### src/rtl/sock_batch_counter.sv
// sock_batch_counter: counts qualified sock presentations of one product and
// raises a pack request each time BATCH of them have been collected.
// Ports:
//   clk    - system clock, all state on the rising edge
//   reset  - asynchronous active-low reset
//   PH     - sock present at station (level; counted on its rising edge)
//   SR     - sock ready / quality pass
//   T      - sock type code, must equal T_CODE to count
//   PLS    - sock size code, must equal PLS_CODE to count
//   CLR    - synchronous clear of the current batch (TOTAL kept)
//   ACK    - packer acknowledges the pending pack
//   LED    - socks in the current batch
//   PAC    - PAC_CODE while a pack is pending, else 0
//   CO     - pack pending
//   OVF    - sticky: a qualified sock arrived while a pack was pending
//   TOTAL  - completed batches, wraps silently
module sock_batch_counter #(
  parameter int         CNT_W    = 4,
  parameter int         BATCH    = 7,
  parameter logic [2:0] T_CODE   = 3'b100,
  parameter logic [1:0] PLS_CODE = 2'b10,
  parameter logic [2:0] PAC_CODE = 3'b011,
  parameter int         TOT_W    = 8
) (
  input  logic             clk,
  input  logic             reset,
  input  logic             PH,
  input  logic             SR,
  input  logic [2:0]       T,
  input  logic [1:0]       PLS,
  input  logic             CLR,
  input  logic             ACK,
  output logic [CNT_W-1:0] LED,
  output logic [2:0]       PAC,
  output logic             CO,
  output logic             OVF,
  output logic [TOT_W-1:0] TOTAL
);
  typedef enum logic {COUNT, FULL} state_t;
  state_t           st_q, st_d;
  logic [CNT_W-1:0] led_q, led_d;
  logic [TOT_W-1:0] tot_q, tot_d;
  logic             ovf_q, ovf_d, ph_q, co_q, ev;
  logic [2:0]       pac_q;
  assign ev = PH & ~ph_q & SR & (T == T_CODE) & (PLS == PLS_CODE);
  always_comb begin
    st_d  = st_q;
    led_d = led_q;
    tot_d = tot_q;
    ovf_d = ovf_q;
    if (CLR) begin
      st_d  = COUNT;
      led_d = '0;
      ovf_d = 1'b0;
    end else if (st_q == COUNT) begin
      if (ev) begin
        led_d = led_q + 1'b1;
        st_d  = (led_q == CNT_W'(BATCH - 1)) ? FULL : COUNT;
      end
    end else if (ACK) begin
      // A sock arriving with the ACK opens the next batch; with BATCH==1 it fills it.
      tot_d = tot_q + 1'b1;
      led_d = ev ? CNT_W'(1) : '0;
      st_d  = (ev && BATCH == 1) ? FULL : COUNT;
    end else if (ev) begin
      ovf_d = 1'b1;
    end
  end
  always_ff @(posedge clk or negedge reset) begin
    if (!reset) begin
      st_q  <= COUNT;
      led_q <= '0;
      tot_q <= '0;
      ovf_q <= 1'b0;
      ph_q  <= 1'b1;
      co_q  <= 1'b0;
      pac_q <= '0;
    end else begin
      st_q  <= st_d;
      led_q <= led_d;
      tot_q <= tot_d;
      ovf_q <= ovf_d;
      ph_q  <= PH;
      co_q  <= (st_d == FULL);
      pac_q <= (st_d == FULL) ? PAC_CODE : 3'b000;
    end
  end
  assign LED   = led_q;
  assign PAC   = pac_q;
  assign CO    = co_q;
  assign OVF   = ovf_q;
  assign TOTAL = tot_q;
endmodule

### config.mk
export PLATFORM = sky130hd
export DESIGN_NAME = sock_batch_counter
export DESIGN_NICKNAME = d
export VERILOG_FILES = /design/src/rtl/sock_batch_counter.sv
export SDC_FILE = /design/constraint.sdc
export NUM_CORES = 1
export LEC_CHECK = 0
export CAP_MARGIN = 30
export CORE_MARGIN = 4
export CORE_UTILIZATION = 50
export DETAILED_ROUTE_END_ITERATION = 12
export DONT_BUFFER_PORTS = 1
export HOLD_SLACK_MARGIN = 0.03
export SYNTH_ARGS = -nofsm -noshare
export SYNTH_HDL_FRONTEND = slang
export SYNTH_SLANG_ARGS = --single-unit
### constraint.sdc
create_clock -name clk -period 1.6 [get_ports clk]
set_input_delay 0.16 -clock clk [delete_from_list [all_inputs] [get_ports clk]]
set_output_delay 0.16 -clock clk [all_outputs]
set_load 0.01 [all_outputs]
# ---- Word-level counts from Yosys, hierarchy flattened
# Cells that the tools add are included.
dict set report totals {
  elab_cells 40
  regBits 17
  in_bits 11
}
dict set report classes {
  n_reduce_logical 6
  bitwise_logic 6
  mux 15
  n_eq_ne 5
  addsub 2
}
# op n
set op_table {}
lappend op_table {{two-way mux 4 bit} 4}
lappend op_table {{two-way mux 1 bit} 10}
lappend op_table {{adder 8 x 1 -> 8 bit, second input constant} 1}
lappend op_table {{AND reduction 3 bit} 2}
lappend op_table {{adder 4 x 1 -> 4 bit, second input constant} 1}
lappend op_table {{AND 1 bit} 4}
lappend op_table {{== test 4 x 3 -> 1 bit, second input constant} 1}
lappend op_table {{nonzero test 2 bit} 2}
lappend op_table {{== test 3 bit, second input constant} 1}
lappend op_table {{inequality test 3 bit, second input constant} 1}
lappend op_table {{nonzero test 3 bit} 1}
lappend op_table {{== test 2 bit, second input constant} 1}
lappend op_table {{two-way mux 2 bit} 1}
lappend op_table {{inequality test 2 bit, second input constant} 1}
lappend op_table {{NOT 1 bit} 2}
lappend op_table {{AND reduction 2 bit} 1}

# ---- Depth between registers and ports, before layout
# Gate-level depths: netlist of run 1.
dict set report logic_depth {
  word_depth 9
  depth_mapped 5
  depth_no_buf 4
}

# ---- Worst setup path after synthesis of run 1
# OpenSTA, ideal clock, no wires.
dict set report synth_timing {
  kind {register to register}
  startpoint {reg led_q[1], in the netlist LED[1]}
  endpoint {reg led_q[2], in the netlist LED[2]}
  path_buffers 0
  setup_time_ns 0.082
  period_less_slack_ns 1.434
  required_ns 1.518
  t_arrival_ns 1.352
  setup_slack_ns 0.166
  stages_incl_launch_ff 5
  path_cell_list {dfrtp_1 -> ha_1 -> or2b_1 -> or4_1 -> a31oi_1}
}
dict set report synth_between {
  elab_chain_len 4
}
# item line
set synth_rtl {}
lappend synth_rtl {{start, declared} 41} ;# logic [CNT_W-1:0] led_q, led_d;
lappend synth_rtl {{start signal, assigned} 80} ;# led_q <= led_d;
lappend synth_rtl {{adder 4 x 1 -> 4 bit} 57} ;# led_d = led_q + 1'b1;
lappend synth_rtl {{two-way mux 4 bit} 56} ;# if (ev) begin
lappend synth_rtl {{two-way mux 4 bit} 55} ;# end else if (st_q == COUNT) begin
lappend synth_rtl {{two-way mux 4 bit} 51} ;# if (CLR) begin
# No other way between the ends. The select of a mux whose other input is x is not followed.
# A chain may end at the register's enable or synchronous reset.

# ---- Worst setup path after layout of run 1
dict set report layout_timing {
  startpoint {reg ph_q}
  endpoint {reg led_q[0], in the netlist LED[0]}
}
dict set report layout_between {
  elab_chain_len 9
}
# item line
set layout_rtl {}
lappend layout_rtl {{start, declared} 43} ;# logic ovf_q, ovf_d, ph_q, co_q, ev;
lappend layout_rtl {{start signal, assigned} 75} ;# ph_q <= 1'b1;
lappend layout_rtl {{start signal, assigned} 83} ;# ph_q <= PH;
lappend layout_rtl {{NOT 1 bit (*)} 45} ;# assign ev = PH & ~ph_q & SR & (T == T_CODE) & (PLS == PLS_CODE);
lappend layout_rtl {{AND 1 bit (*) (4 in a row)} 45}
lappend layout_rtl {{two-way mux 1 bit} 63} ;# led_d = ev ? CNT_W'(1) : '0;
lappend layout_rtl {{two-way mux 4 bit} 60} ;# end else if (ACK) begin
lappend layout_rtl {{two-way mux 4 bit} 55}
lappend layout_rtl {{two-way mux 4 bit} 51}
# Mark *: on every way between the ends. The rest lies on a longest branch, timed or not. The select of a mux whose other input is x is not followed.

==> metrics.txt, run 1 <==
status finished, final reports clean; fillers 140; routed vias 608; post-synthesis async set-or-reset flop share 1.00; worst setup path class flip-flop to flip-flop; count leader, synth dfrtp_1; Total Nets Final slightly below 100; CTS sink count 15; Syn Nets 91; Die Wd between 40 and 50 um; CTS Buffer Depth 2; Routed WL between 1.5 and 2 mm; Fin. Hold Viols 0; reg2reg setup slack 0.23 ns; final clock skew 0.00157 ns; Crit Reg-Reg Endpoint LED[0]$_DFFE_PN0P_; number of flops mapped to enable cells by yosys 0; row cnt 14; critical path depth 3; initial antenna violation count 0; Largest delay share family, worst path simple AND/OR/NAND/NOR gates; vias in the first global route 579; Critical Path AT around 1.6 ns; Die Y between 40 and 50 um; Worst Path Buf+Inv 0; DR WL/cell 17.1 um; DRT iter0 DRCs 17; max_cap viols 0; Final HPWL DP 1.28 mm; Syn Inst Count between 70 and 80; Cell Pwr Density between 600 and 700 mW/mm^2; Yosys top cell by area dfrtp_1; Critical Path Slowest Stage Cell nor4bb_1; Worst-Margin Slew 0.668 ns; worst skew pair latency about 0.28 ns; class of the worst hold path input port to flip-flop; share of the synthesized area in the top cell type 0.419; antenna cell count 0; die area approximately 0.0024 mm^2; mapped cell area 836 um^2; Synth area leaders dfrtp_1 (42%), xnor2_1 (6.3%), ha_1 (4.5%), nand4bb_4 (3.3%), dfstp_2 (3.1%); all-layer global routing usage 0.152; area growth from synthesis to layout 9.43%; P_leak 0.404 nW; Final Cell Area 915 um^2; reg2reg start ph_q$_DFF_PN1_; Fin Setup TNS 0 ns; layout cells sized above 1 0.145; total CTS buffers 3; WP data required approximately 1.8 ns; Worst Hold Depth 2; DRC 0; final setup vio count 0; worst reg2reg path depth 3; period utilization 0.854; ANT nets after route 0; final slew viol count 0; Starting Density 0.542; vias per inst 6.14; slew margin rel. 0.553; Max VDD drop ~590 uV; CTS resizes 0; Syn Area/Cell 10.9 um^2; Critical Path, Cell by Cell nor4bb_1, a31oi_1, nor4_1; hold_ws 0.0826 ns; I/O Pins 28; CP peak stage delay 0.46 ns; Worst setup startpoint ph_q$_DFF_PN1_; Worst Path Max Fanout 3; Final min period 1.37 ns; Crit. End Element flip-flop; pre-CTS WS 0.247 ns; Synth top cells by count dfrtp_1 (14), xnor2_1 (6), nand3_1 (5), nand4_1 (4); Clock Tree Root clkbuf_4; first-pass GRT wire length 2.86 mm; crit path to LED[0]$_DFFE_PN0P_; fmax 731 MHz; CP startpoint kind flip-flop; Placer Congestion between 0.7 and 0.8; Placed Area between 800 and 900 um^2; Worst-path clk slew 0.08 ns; final worst setup slack between 0.2 and 0.25 ns; H-tree Lvls 1; largest net degree at the start of global routing 16; register area share after synthesis 0.451; GRT Residual Overflow 0; DR pass1 iterations 4; RSZ-0062 raised after global routing no; top_reg_cell synth dfrtp_1; CTS tree done; buffers added on ports 0; yosys warns 0; synth unique cells 36; #FFs+latches synth 15; Core ar. 0.00154 mm^2
[cell families after synthesis]
group           share of synthesized area
flops                               0.451
simple gates                        0.299
buf+inv                            0.0554
xor+xnor                           0.0734
mux                                0.0135
other cells                       0.00449
compound gates                     0.0584
fa+ha+maj                          0.0449
[through the flow]
| stage | std cells | utilization | power (mW) |
|---|---|---|---|
| finish | 99 | 0.593 | 0.639 |
| global route | 99 | 0.593 | 0.674 |
| CTS | 99 | 0.593 | 0.648 |
| detailed placement | 92 | 0.557 | 0.420 |
| global placement | 92 | 0.557 | 0.420 |
| floorplan | 77 | - | 0.420 |
[per-layer routing]
layer,up-vias,GRT usage,share of wire
li1,288,-,-
met1,279,0.214,0.43
met2,37,0.200,0.43
met3,4,0.0734,0.13
met4,0,0.0538,0.014
met5,-,0,0
[placed cells by master, fill, tap and decap left out, drive strengths merged, types with 2 or more instances in the layout]
master	synthesis	routed
nand4bb	2	2
dlygate4sd3	0	3
nor4b	2	2
nand2b	2	2
and2	2	2
nor4	2	2
a31oi	3	3
nand3b	2	2
clkbuf	1	4
nor2	2	2
buf	6	6
ha	3	3
nand2	2	2
nand4	4	4
o21ai	2	2
xnor2	6	6
nand3	5	5
dfrtp	14	14
[power by group]
part           internal (mW)  switching, mW  total (mW)
clock network         0.0968          0.115       0.212
registers              0.383        0.00514       0.389
logic                 0.0193         0.0189      0.0382
[how the worst min path moves through the flow]
stage / start / end / slack [ns]
4_1_cts: CLR / LED[3]$_DFFE_PN0P_ / 0.07
2_1_floorplan: reset / LED[0]$_DFFE_PN0P_ / -0.14
5_1_grt: ACK / PAC[0]$_DFF_PN0_ / 0.10
3_5_place_dp: reset / TOTAL[7]$_DFFE_PN0P_ / -0.14
6_report: CLR / LED[3]$_DFFE_PN0P_ / 0.08
3_3_place_gp: reset / TOTAL[6]$_DFFE_PN0P_ / -0.14
[flip-flops by register name (all words and copies together), names as in the netlist]
register  cells
LED           4
OVF           1
ph_q          1
PAC           1
TOTAL         8
[timing repair]
action,in CTS,in global routing
hold buffers,3,0
endpoints found under the hold margin,20,0
setup buffers,0,0
[layout make-up]
type                            count  area (um^2)  area share
Inverter                            1         3.75     0.00410
Sequential cell                    15          377       0.412
Clock buffer                        4         26.3      0.0287
Multi-Input combinational cell     54          413       0.451
Tap cell                           16         20.0      0.0219
Timing Repair Buffer                9         75.1      0.0821
No activity file was read; power rests on OpenSTA's default activity.
==> inputs of run 2 (changes only) <==
CORE_UTILIZATION = 25   (was 50)
DONT_BUFFER_PORTS = default   (was 1)
REMOVE_ABC_BUFFERS = 1   (was default)
==> run 2 against run 1 <==
Final area up 31%. Critical path depth fell by 2. Worst hold slack gained 0.12 ns. Sequential power about the same. Combinational power increased by 92%. Largest power group unchanged.
==> metrics.txt, run 2 (synthesis gave the netlist of run 1 again) <==
total CTS buffers 3; area growth from synthesis to layout 43.9%; largest net degree at the start of global routing 16; all-layer global routing usage 0.0952; ANT nets after route 0; row cnt 20; vias in the first global route between 700 and 800; period utilization 0.922; buffers added on ports 26; Final HPWL DP 1.49 mm; DRC 0; Post-Layout Cell Count 153; Final min period 1.48 ns; Largest register FFs 8; CP startpoint kind flip-flop; Placer Congestion roughly 0.78; Die Y roughly 66 um; RSZ-0062 raised after global routing no; routed vias approximately 700; antenna cell count 0; final clock skew 0.000367 ns; CTS sink count 15; CTS Buffer Depth 2; CTS tree done; Worst Path Buf+Inv 1; I/O Pins 28; H-tree Lvls 1; worst setup path class flip-flop to output pin; Critical Path Slowest Stage Cell clkdlybuf4s50_1; layout cells sized above 1 0.138; Fin. Hold Viols 0; CTS resizes 0; Max VDD drop 162 uV; WP data required approximately 1.4 ns; final setup vio count 0; hold buffer count at CTS 0; Clock Tree Root clkbuf_4; most frequent cells in the layout clkdlybuf4s50_1 (26), dfrtp_1 (14), buf_4 (9); postcts setup bufs 0; max_cap viols 0; Worst-path clk slew 0.08 ns; Die Wd 65.8 um; worst skew pair latency roughly 0.27 ns; class of the worst hold path input port to async pin; Worst Path Max Fanout 8; Total Nets Final 124; status finished, final reports clean; Starting Density 0.267; Total Power roughly 670 uW; GRT Residual Overflow 0; DR pass1 iterations 4; DRT iter0 DRCs 14; Largest delay share family, worst path buffers and inverters; fmax 678 MHz; final slew viol count 0; P_leak 0.498 nW; DR WL/cell between 10 and 15 um; Cell Pwr Density 554 mW/mm^2; Post-Place Cells 149; Critical Path AT 1.32 ns; first-pass GRT wire length approximately 3.2 mm; initial antenna violation count 0; Critical Path, Cell by Cell clkdlybuf4s50_1; die area 0.00433 mm^2; Core ar. ~0.0031 mm^2; vias per inst 4.56; most common cell after layout, fill and taps aside clkdlybuf4s50_1; Crit. End Element output pin; CP peak stage delay 0.58 ns; Routed WL roughly 1.8 mm
==> run 2: where the power goes <==
part / switching (mW) / total (mW) / internal [mW]
logic: 0.0294 / 0.0735 / 0.0441
clock network: 0.109 / 0.206 / 0.0965
registers: 0.00349 / 0.387 / 0.383
total: 0.142 / 0.666 / 0.524
==> run 2: final cells by class <==
| class | count | area [um^2] |
|---|---|---|
| multi-input combinational | 54 | 413 |
| sequential | 15 | 377 |
| inverter | 1 | 3.75 |
| fill | 325 | 1930 |
| clock buffer | 4 | 26.3 |
| tap | 44 | 55.1 |
| timing repair buffer | 35 | 328 |
==> run 2: worst register-to-register path: stages (launching register included) <==
cell     delay [ns]
dfrtp_1        0.36
ha_1           0.16
or2b_1         0.25
or4_1          0.39
a31oi_1        0.17
==> run 2: final timing paths <==
kind | to | slack, ns | start | depth (start not counted)
max | CO | 0.12 | PAC[0]$_DFF_PN0_ | 1
min | TOTAL[0]$_DFFE_PN0P_ | 0.21 | reset | 2
max reg2reg | LED[2]$_DFFE_PN0P_ | 0.20 | LED[0]$_DFFE_PN0P_ | 4
min reg2reg | TOTAL[7]$_DFFE_PN0P_ | 0.47 | TOTAL[7]$_DFFE_PN0P_ | 1
max in group asynchronous | ph_q$_DFF_PN1_ | 1.15 | reset | 2
min in group clk | ph_q$_DFF_PN1_ | 0.33 | PH | 1
==> run 2: per-layer routing <==
metal,track usage,wire [um]
met1,0.123,861
met2,0.146,816
met3,0.0289,152
met4,0.0389,12
met5,0,0
==> run 2: metrics by stage <==
step                      hold slack, ns  utilization  TNS (ns)  area, um^2  worst slack [ns]
final                              0.206        0.384         0        1200             0.125
after global routing               0.215        0.384         0        1200            0.0260
after CTS                          0.205        0.384         0        1200            0.0980
after detailed placement           0.463        0.376  -0.00484        1180          -0.00484
after global placement             0.460        0.376         0        1180            0.0326
after floorplan                   -0.136            -         0         793             0.100
